**config.mk**
```make
export PLATFORM = sky130hd
export DESIGN_NAME = video_timing
export DESIGN_NICKNAME = d
export VERILOG_FILES = /design/src/rtl/video_timing.sv
export SDC_FILE = /design/constraint.sdc
export NUM_CORES = 1
export LEC_CHECK = 0
export CORE_ASPECT_RATIO = 1.2
export CORE_MARGIN = 4
export CORE_UTILIZATION = 45
export DETAILED_ROUTE_END_ITERATION = 8
export MAX_ROUTING_LAYER = met4
export PLACE_DENSITY = 0.78
export SLEW_MARGIN = 10
export SYNTH_ARGS = -nofsm -noshare
export SYNTH_HDL_FRONTEND = slang
export SYNTH_SLANG_ARGS = --single-unit
export TNS_END_PERCENT = 50
```
**constraint.sdc**
```tcl
create_clock -name I_clk_pixel -period 2.18 [get_ports I_clk_pixel]
set_input_delay 0.545 -clock I_clk_pixel [delete_from_list [all_inputs] [get_ports I_clk_pixel]]
set_output_delay 0.545 -clock I_clk_pixel [all_outputs]
set_load 0.1 [all_outputs]
```
**src/rtl/video_timing.sv**
```systemverilog
// Parameterised raster timing generator: free-running pixel/line counters with
// a registered decode of sync, data-enable, coordinates and frame strobes.
module video_timing #(
  parameter int unsigned H_ACTIVE = 720,
  parameter int unsigned H_FP     = 16,
  parameter int unsigned H_SYNC   = 62,
  parameter int unsigned H_BP     = 60,
  parameter int unsigned V_ACTIVE = 480,
  parameter int unsigned V_FP     = 9,
  parameter int unsigned V_SYNC   = 6,
  parameter int unsigned V_BP     = 30,
  parameter int unsigned SYNC_POL = 0
) (
  input  logic        I_clk_pixel,
  input  logic        I_reset_n,
  output logic        O_hsync,
  output logic        O_vsync,
  output logic        O_de,
  output logic [11:0] O_x,
  output logic [10:0] O_y,
  output logic        O_line_start,
  output logic        O_frame_start,
  output logic [7:0]  O_frame
);

  localparam int unsigned H_TOTAL = H_ACTIVE + H_FP + H_SYNC + H_BP;
  localparam int unsigned V_TOTAL = V_ACTIVE + V_FP + V_SYNC + V_BP;

  if (H_TOTAL > 4096 || V_TOTAL > 2048 ||
      H_ACTIVE == 0 || H_FP == 0 || H_SYNC == 0 || H_BP == 0 ||
      V_ACTIVE == 0 || V_FP == 0 || V_SYNC == 0 || V_BP == 0) begin : g_bad_params
    $error("video_timing: illegal timing parameters");
  end

  localparam logic [11:0] H_LAST       = 12'(H_TOTAL - 1);
  localparam logic [11:0] H_ACT_END    = 12'(H_ACTIVE);
  localparam logic [11:0] H_SYNC_START = 12'(H_ACTIVE + H_FP);
  localparam logic [11:0] H_SYNC_END   = 12'(H_ACTIVE + H_FP + H_SYNC);
  localparam logic [10:0] V_LAST       = 11'(V_TOTAL - 1);
  localparam logic [10:0] V_ACT_END    = 11'(V_ACTIVE);
  localparam logic [10:0] V_SYNC_START = 11'(V_ACTIVE + V_FP);
  localparam logic [10:0] V_SYNC_END   = 11'(V_ACTIVE + V_FP + V_SYNC);
  localparam logic        SYNC_ON      = SYNC_POL[0];

  logic [11:0] h_cnt;
  logic [10:0] v_cnt;
  logic [7:0]  frame_cnt;

  logic hsync_d, vsync_d, de_d, line_start_d, frame_start_d;

  // frame_cnt bumps on the counter wrap so that, after the output register
  // stage, O_frame changes in the same cycle O_frame_start is raised.
  always_ff @(posedge I_clk_pixel) begin
    if (!I_reset_n) begin
      h_cnt     <= '0;
      v_cnt     <= '0;
      frame_cnt <= '0;
    end else if (h_cnt == H_LAST) begin
      h_cnt <= '0;
      if (v_cnt == V_LAST) begin
        v_cnt     <= '0;
        frame_cnt <= frame_cnt + 8'd1;
      end else begin
        v_cnt <= v_cnt + 11'd1;
      end
    end else begin
      h_cnt <= h_cnt + 12'd1;
    end
  end

  always_comb begin
    hsync_d       = ((h_cnt >= H_SYNC_START) && (h_cnt < H_SYNC_END)) ? SYNC_ON : ~SYNC_ON;
    vsync_d       = ((v_cnt >= V_SYNC_START) && (v_cnt < V_SYNC_END)) ? SYNC_ON : ~SYNC_ON;
    de_d          = (h_cnt < H_ACT_END) && (v_cnt < V_ACT_END);
    line_start_d  = (h_cnt == '0);
    frame_start_d = (h_cnt == '0) && (v_cnt == '0);
  end

  always_ff @(posedge I_clk_pixel) begin
    if (!I_reset_n) begin
      O_hsync       <= ~SYNC_ON;
      O_vsync       <= ~SYNC_ON;
      O_de          <= 1'b0;
      O_x           <= '0;
      O_y           <= '0;
      O_line_start  <= 1'b0;
      O_frame_start <= 1'b0;
      O_frame       <= '0;
    end else begin
      O_hsync       <= hsync_d;
      O_vsync       <= vsync_d;
      O_de          <= de_d;
      O_x           <= h_cnt;
      O_y           <= v_cnt;
      O_line_start  <= line_start_d;
      O_frame_start <= frame_start_d;
      O_frame       <= frame_cnt;
    end
  end

endmodule

```
* Yosys cells after proc, flatten, opt, wreduce, memory -nomap -nowiden
Index checks and enable logic that the tools add are counted.
** Word-level totals
- Register bits :: 67
- Input port bits :: 2
- Output and inout port bits :: 36
- Logic and storage cells :: 34
** Operators by class
- Add/sub/neg operators :: 3
- Order comparisons :: 6
- Eq/ne operators :: 2
- Mux-type cells :: 3
- Bitwise gates (word level) :: 1
- Reduce and logical (&&, ||, !) cells :: 8
** Operators by type and width (count)
- 12-bit by 10-bit < comparator with 1-bit output, second input constant :: 2
- 11-bit by 9-bit < comparator with 1-bit output, second input constant :: 2
- 12-bit by 1-bit adder with 12-bit output, second input constant :: 1
- 12-bit by 10-bit == test with 1-bit output, second input constant :: 1
- 12-bit by 10-bit greater-or-equal comparator with 1-bit output, second input constant :: 1
- 12-bit zero test :: 1
- 11-bit by 1-bit adder with 11-bit output, second input constant :: 1
- 11-bit by 10-bit == test with 1-bit output, second input constant :: 1
- 11-bit by 9-bit greater-or-equal comparator with 1-bit output, second input constant :: 1
- 11-bit zero test :: 1
- 11-bit 2-to-1 mux :: 1
- 8-bit by 1-bit adder with 8-bit output, second input constant :: 1
- 1-bit logical AND :: 4
- 1-bit 2-to-1 mux :: 2
- 2-bit AND reduction :: 1
- 2-bit OR reduction :: 1
- 1-bit NOT :: 1

* Depth between registers and ports, before layout
Gate-level depths: netlist of run 1.
- Depth in word-level cells :: 3
- Mapped depth :: 8
- Depth with buffers taken out :: 6

* Least setup slack after synthesis of run 1
Ideal clock, no wire load.
- Path kind :: reg-to-reg
- Start point :: register h_cnt[1]
- End point :: register v_cnt[8]
- Library setup time :: 0.070 ns
- Arrival :: 1.591 ns
- Data required time :: 2.110 ns
- Setup slack :: 0.519 ns
- Cell stages (with the launch flop) :: 8
- Path buffers :: 1
- Period minus slack after synthesis :: 1.661 ns
- Cell sequence :: dfxtp_1 > inv_1 > ha_1 > and4bb_1 > nand3_2 > buf_6 > or4_1 > a21oi_1
** On the way
- Word-level cells in the longest chain between the ends :: 1
** Ends and longest elaborated chain
- from (decl) :: RTL line 45 : logic [11:0] h_cnt;
- from (signal assigned) :: RTL line 67 : h_cnt <= h_cnt + 12'd1;
- 12-bit by 10-bit == test with 1-bit output :: RTL line 58 : end else if (h_cnt == H_LAST) begin
- to (signal assigned) :: RTL line 64 : v_cnt <= v_cnt + 11'd1;
- to (decl) :: RTL line 46 : logic [10:0] v_cnt;
No other way between the ends.
A chain may end at the register's enable or synchronous reset.

* Worst setup path in the final report of run 1
Same ends and word-level chain as after synthesis.

==> qor.yml, run 1 <==
initial_core_util_pct: 46.47
clock-skew-final_ns: 0.005106
cellLeakagePower_uw: 0.001269
number_of_antenna_cells_inserted: 0
hold_path_class: "reg2reg"
period_minus_slack_ns: 1.861
synthXorXnorAreaFrac_pct: 4.294
post-route-period-util_pct: 85.38
grt_max_degree: 20
initialDrtViolationCount: 168
synth.avg_cell_area_um2: 9.676
fin_tns_setup_ns: 0
post_cts.repair.setup_buffers: 0
power_per_cell_area_nw_per_um2: 716.5
max_freq_ghz: 0.5373
layout_common_cells: "sky130_fd_sc_hd__dfxtp_1 (67), sky130_fd_sc_hd__buf_4 (46), sky130_fd_sc_hd__nor2_1 (33)"
worstHoldPathCells: 1
routed_wl_um: 5103
fillers: 531
muxShareOfSynthArea_pct: 2.076
grt_antenna_before_repair: 0
synthesis.yosys.warnings: 0
cts_tree: "yes"
drc: 0
layout.core_utilization_pct: 55.72
grt_usage_pct: 16.09
clk_latency_ns: 0.33
layout_setup_ws_ns: 0.3188
synth-seq-area-share_pct: 50.59
max_buffers_root_to_sink: 2
number_of_maximum_capacitance_violations: 0
timing.critical_path.arrival_ns: 2.13
synthesis.instances: 274
ys_types: 37
yosys_register_bits: 67
crit-reg2reg-capture: "v_cnt[8]"
ant_nets: 0
clock_sink_count: 67
regToRegStartpoint: "h_cnt[1]"
io_pins: 38
ff2ff_setup_slack_ns: 0.32
gpl.final_weighted_congestion: 0.8980
start_kind: "register"
timing.critical_path.to_type: "register"
drt-vias-per-instance: 5.068
irDropWorstVdd_v: 0.0003246
hold_path_startpoint: "h_cnt[9]"
multi_input_area_um2: 1162
detailroute.via_count: 2027
outcome: "finished clean"
hold_viol_final: 0
htree_num_levels: 3
die_h_um: 92.09
numPortBuffers: 37
dp_cells: 385
final-seq-area_um2: 1341
dieArea_um2: 7189
synth_fa_ha_area_share_pct: 3.303
required_ns: 2.45
slew_headroom_pct: 74.47
hold-path-endpoint: "O_hsync"
resize_count_post_cts: 0
setup_viol: 0
synthToLayoutAreaGrowth_pct: 19.92
mappedNetlistNets: 283
reg2reg_depth: 6
combinational_family_with_the_most_area_after_synthesis: "simple AND/OR/NAND/NOR gates"
chipWidth_um: 78.07
synth_compound_area_share_pct: 5.569
grt_first_pass_wirelength_um: 8894
design.core.area_um2: 5705
slew_viol_final: 0
synth-simple-area-share_pct: 28.60
ctsRootBufferMaster: "sky130_fd_sc_hd__clkbuf_8"
fp-row-count: 30
preCtsSetupSlack_ns: 0.2402
synth.cell_area_um2: 2651
hold_buffers: 0
via_count_of_the_first_global_routing_pass: 1915
final-instance-count-excl-fill: 400
worst_pin_slew_ns: 0.3795
critical_path_class: "reg2reg"
detail_route.first_pass.iterations: 4
power_uw: 2278
wire_per_inst_um: 12.76
layout.cells.most_common: "sky130_fd_sc_hd__dfxtp_1"
cts-buffers-inserted: 9
grt_overflow_total: 0
rsz_0062_raised_after_global_routing: "false"
place_hpwl_um: 3610
path_clk_slew_ns: 0.06
critical_path_peak_fanout: 12
layout_cells_sized_above_1_pct: 21.88
finalNetCount: 325
worst max-delay path by stage:
stage	slack (ns)	start	cells past startpoint	to
final	0.32	h_cnt[1]	6	v_cnt[8]
after global routing	0.12	v_cnt[0]	6	frame_cnt[6]
after CTS	0.32	h_cnt[1]	6	v_cnt[8]
after detailed placement	0.24	I_reset_n	5	O_frame_start
after global placement	0.26	I_reset_n	5	O_frame_start
after floorplan	0.52	h_cnt[1]	7	v_cnt[8]
cell usage after synthesis (all sizes together):
cell type / count / area share, %
nand2: 6 / 0.85
nor4b: 1 / 0.90
nor2: 33 / 4.7
o21ai: 7 / 1.3
mux2: 4 / 1.7
or3: 5 / 1.2
xnor2: 10 / 3.3
buf: 11 / 3.3
and3b: 1 / 0.33
and2: 23 / 5.5
nor2b: 2 / 0.47
nand3: 18 / 4.1
and4: 1 / 0.33
clkbuf: 5 / 0.71
nor4: 5 / 1.4
ha: 7 / 3.3
or4: 8 / 2.3
o31ai: 6 / 1.7
xor2: 3 / 0.99
a21o: 1 / 0.28
a21oi: 12 / 2.3
mux2i: 1 / 0.38
and4b: 2 / 0.76
or2: 1 / 0.24
and3: 4 / 0.94
and4bb: 2 / 1.1
nand4: 9 / 2.1
nor3: 8 / 1.5
dfxtp: 67 / 51
inv: 11 / 1.6
critical path, stage by stage, from the launching register on:
cell	delay [ns]
sky130_fd_sc_hd__dfxtp_1	0.35
sky130_fd_sc_hd__inv_1	0.13
sky130_fd_sc_hd__ha_1	0.17
sky130_fd_sc_hd__and4bb_1	0.22
sky130_fd_sc_hd__nand3_2	0.22
sky130_fd_sc_hd__or4_1	0.55
sky130_fd_sc_hd__a21oi_1	0.15
cell families after synthesis:
family	count (synthesis)
AOI/OAI and AO/OA	26
DFF	67
adders and majority gates	7
muxes	5
buffers and inverters	27
and+or+nand+nor	129
xor gates and xnor gates	13
sequential cells by signal (all words and copies together) (netlist names):
signal         flops
O_x               12
O_frame            8
O_y               11
O_vsync            1
O_hsync            1
h_cnt             12
O_de               1
O_frame_start      1
O_line_start       1
v_cnt             11
frame_cnt          8
through the flow:
stage / hold WS (ns) / area (µm²)
after floorplan: 0.4240 / 2651
after global placement: 0.4688 / 3000
after detailed placement: 0.4856 / 3000
after CTS: 0.5030 / 3179
after global routing: 0.5254 / 3179
final: 0.4991 / 3179
report_power, final:
part	internal, µW	switching, µW
registers	1240	8.39
clock network	496	415
logic	29.9	92.0
total	1760	515
routing by layer:
| layer | up-vias | share of wire [%] | global-route usage [%] |
|---|---|---|---|
| li1 | 1032 | - | - |
| met4 | 0 | 3.5 | 11.81 |
| met2 | 57 | 47 | 24.07 |
| met1 | 922 | 45 | 19.12 |
| met3 | 16 | 4.2 | 3.143 |
| met5 | - | 0 | - |
layout make-up:
class	count	area share (%)
sequential	67	42.19
tap	80	3.148
clock buffer	13	5.313
multi-input combinational	180	36.56
clock inverter	2	0.3148
timing repair buffer	47	11.18
inverter	11	1.299
(Power assumes the default switching activity.)
==> run 2, diff against run 1 <==
--- a/config.mk
+++ b/config.mk
@@ -11,6 +11,7 @@
 export DETAILED_ROUTE_END_ITERATION = 8
 export MAX_ROUTING_LAYER = met4
 export PLACE_DENSITY = 0.78
+export SETUP_SLACK_MARGIN = 0.1
 export SLEW_MARGIN = 10
 export SYNTH_ARGS = -nofsm -noshare
 export SYNTH_HDL_FRONTEND = slang
==> results of run 2 <==
Final layout, timing and power as in run 1 (identical DEF).
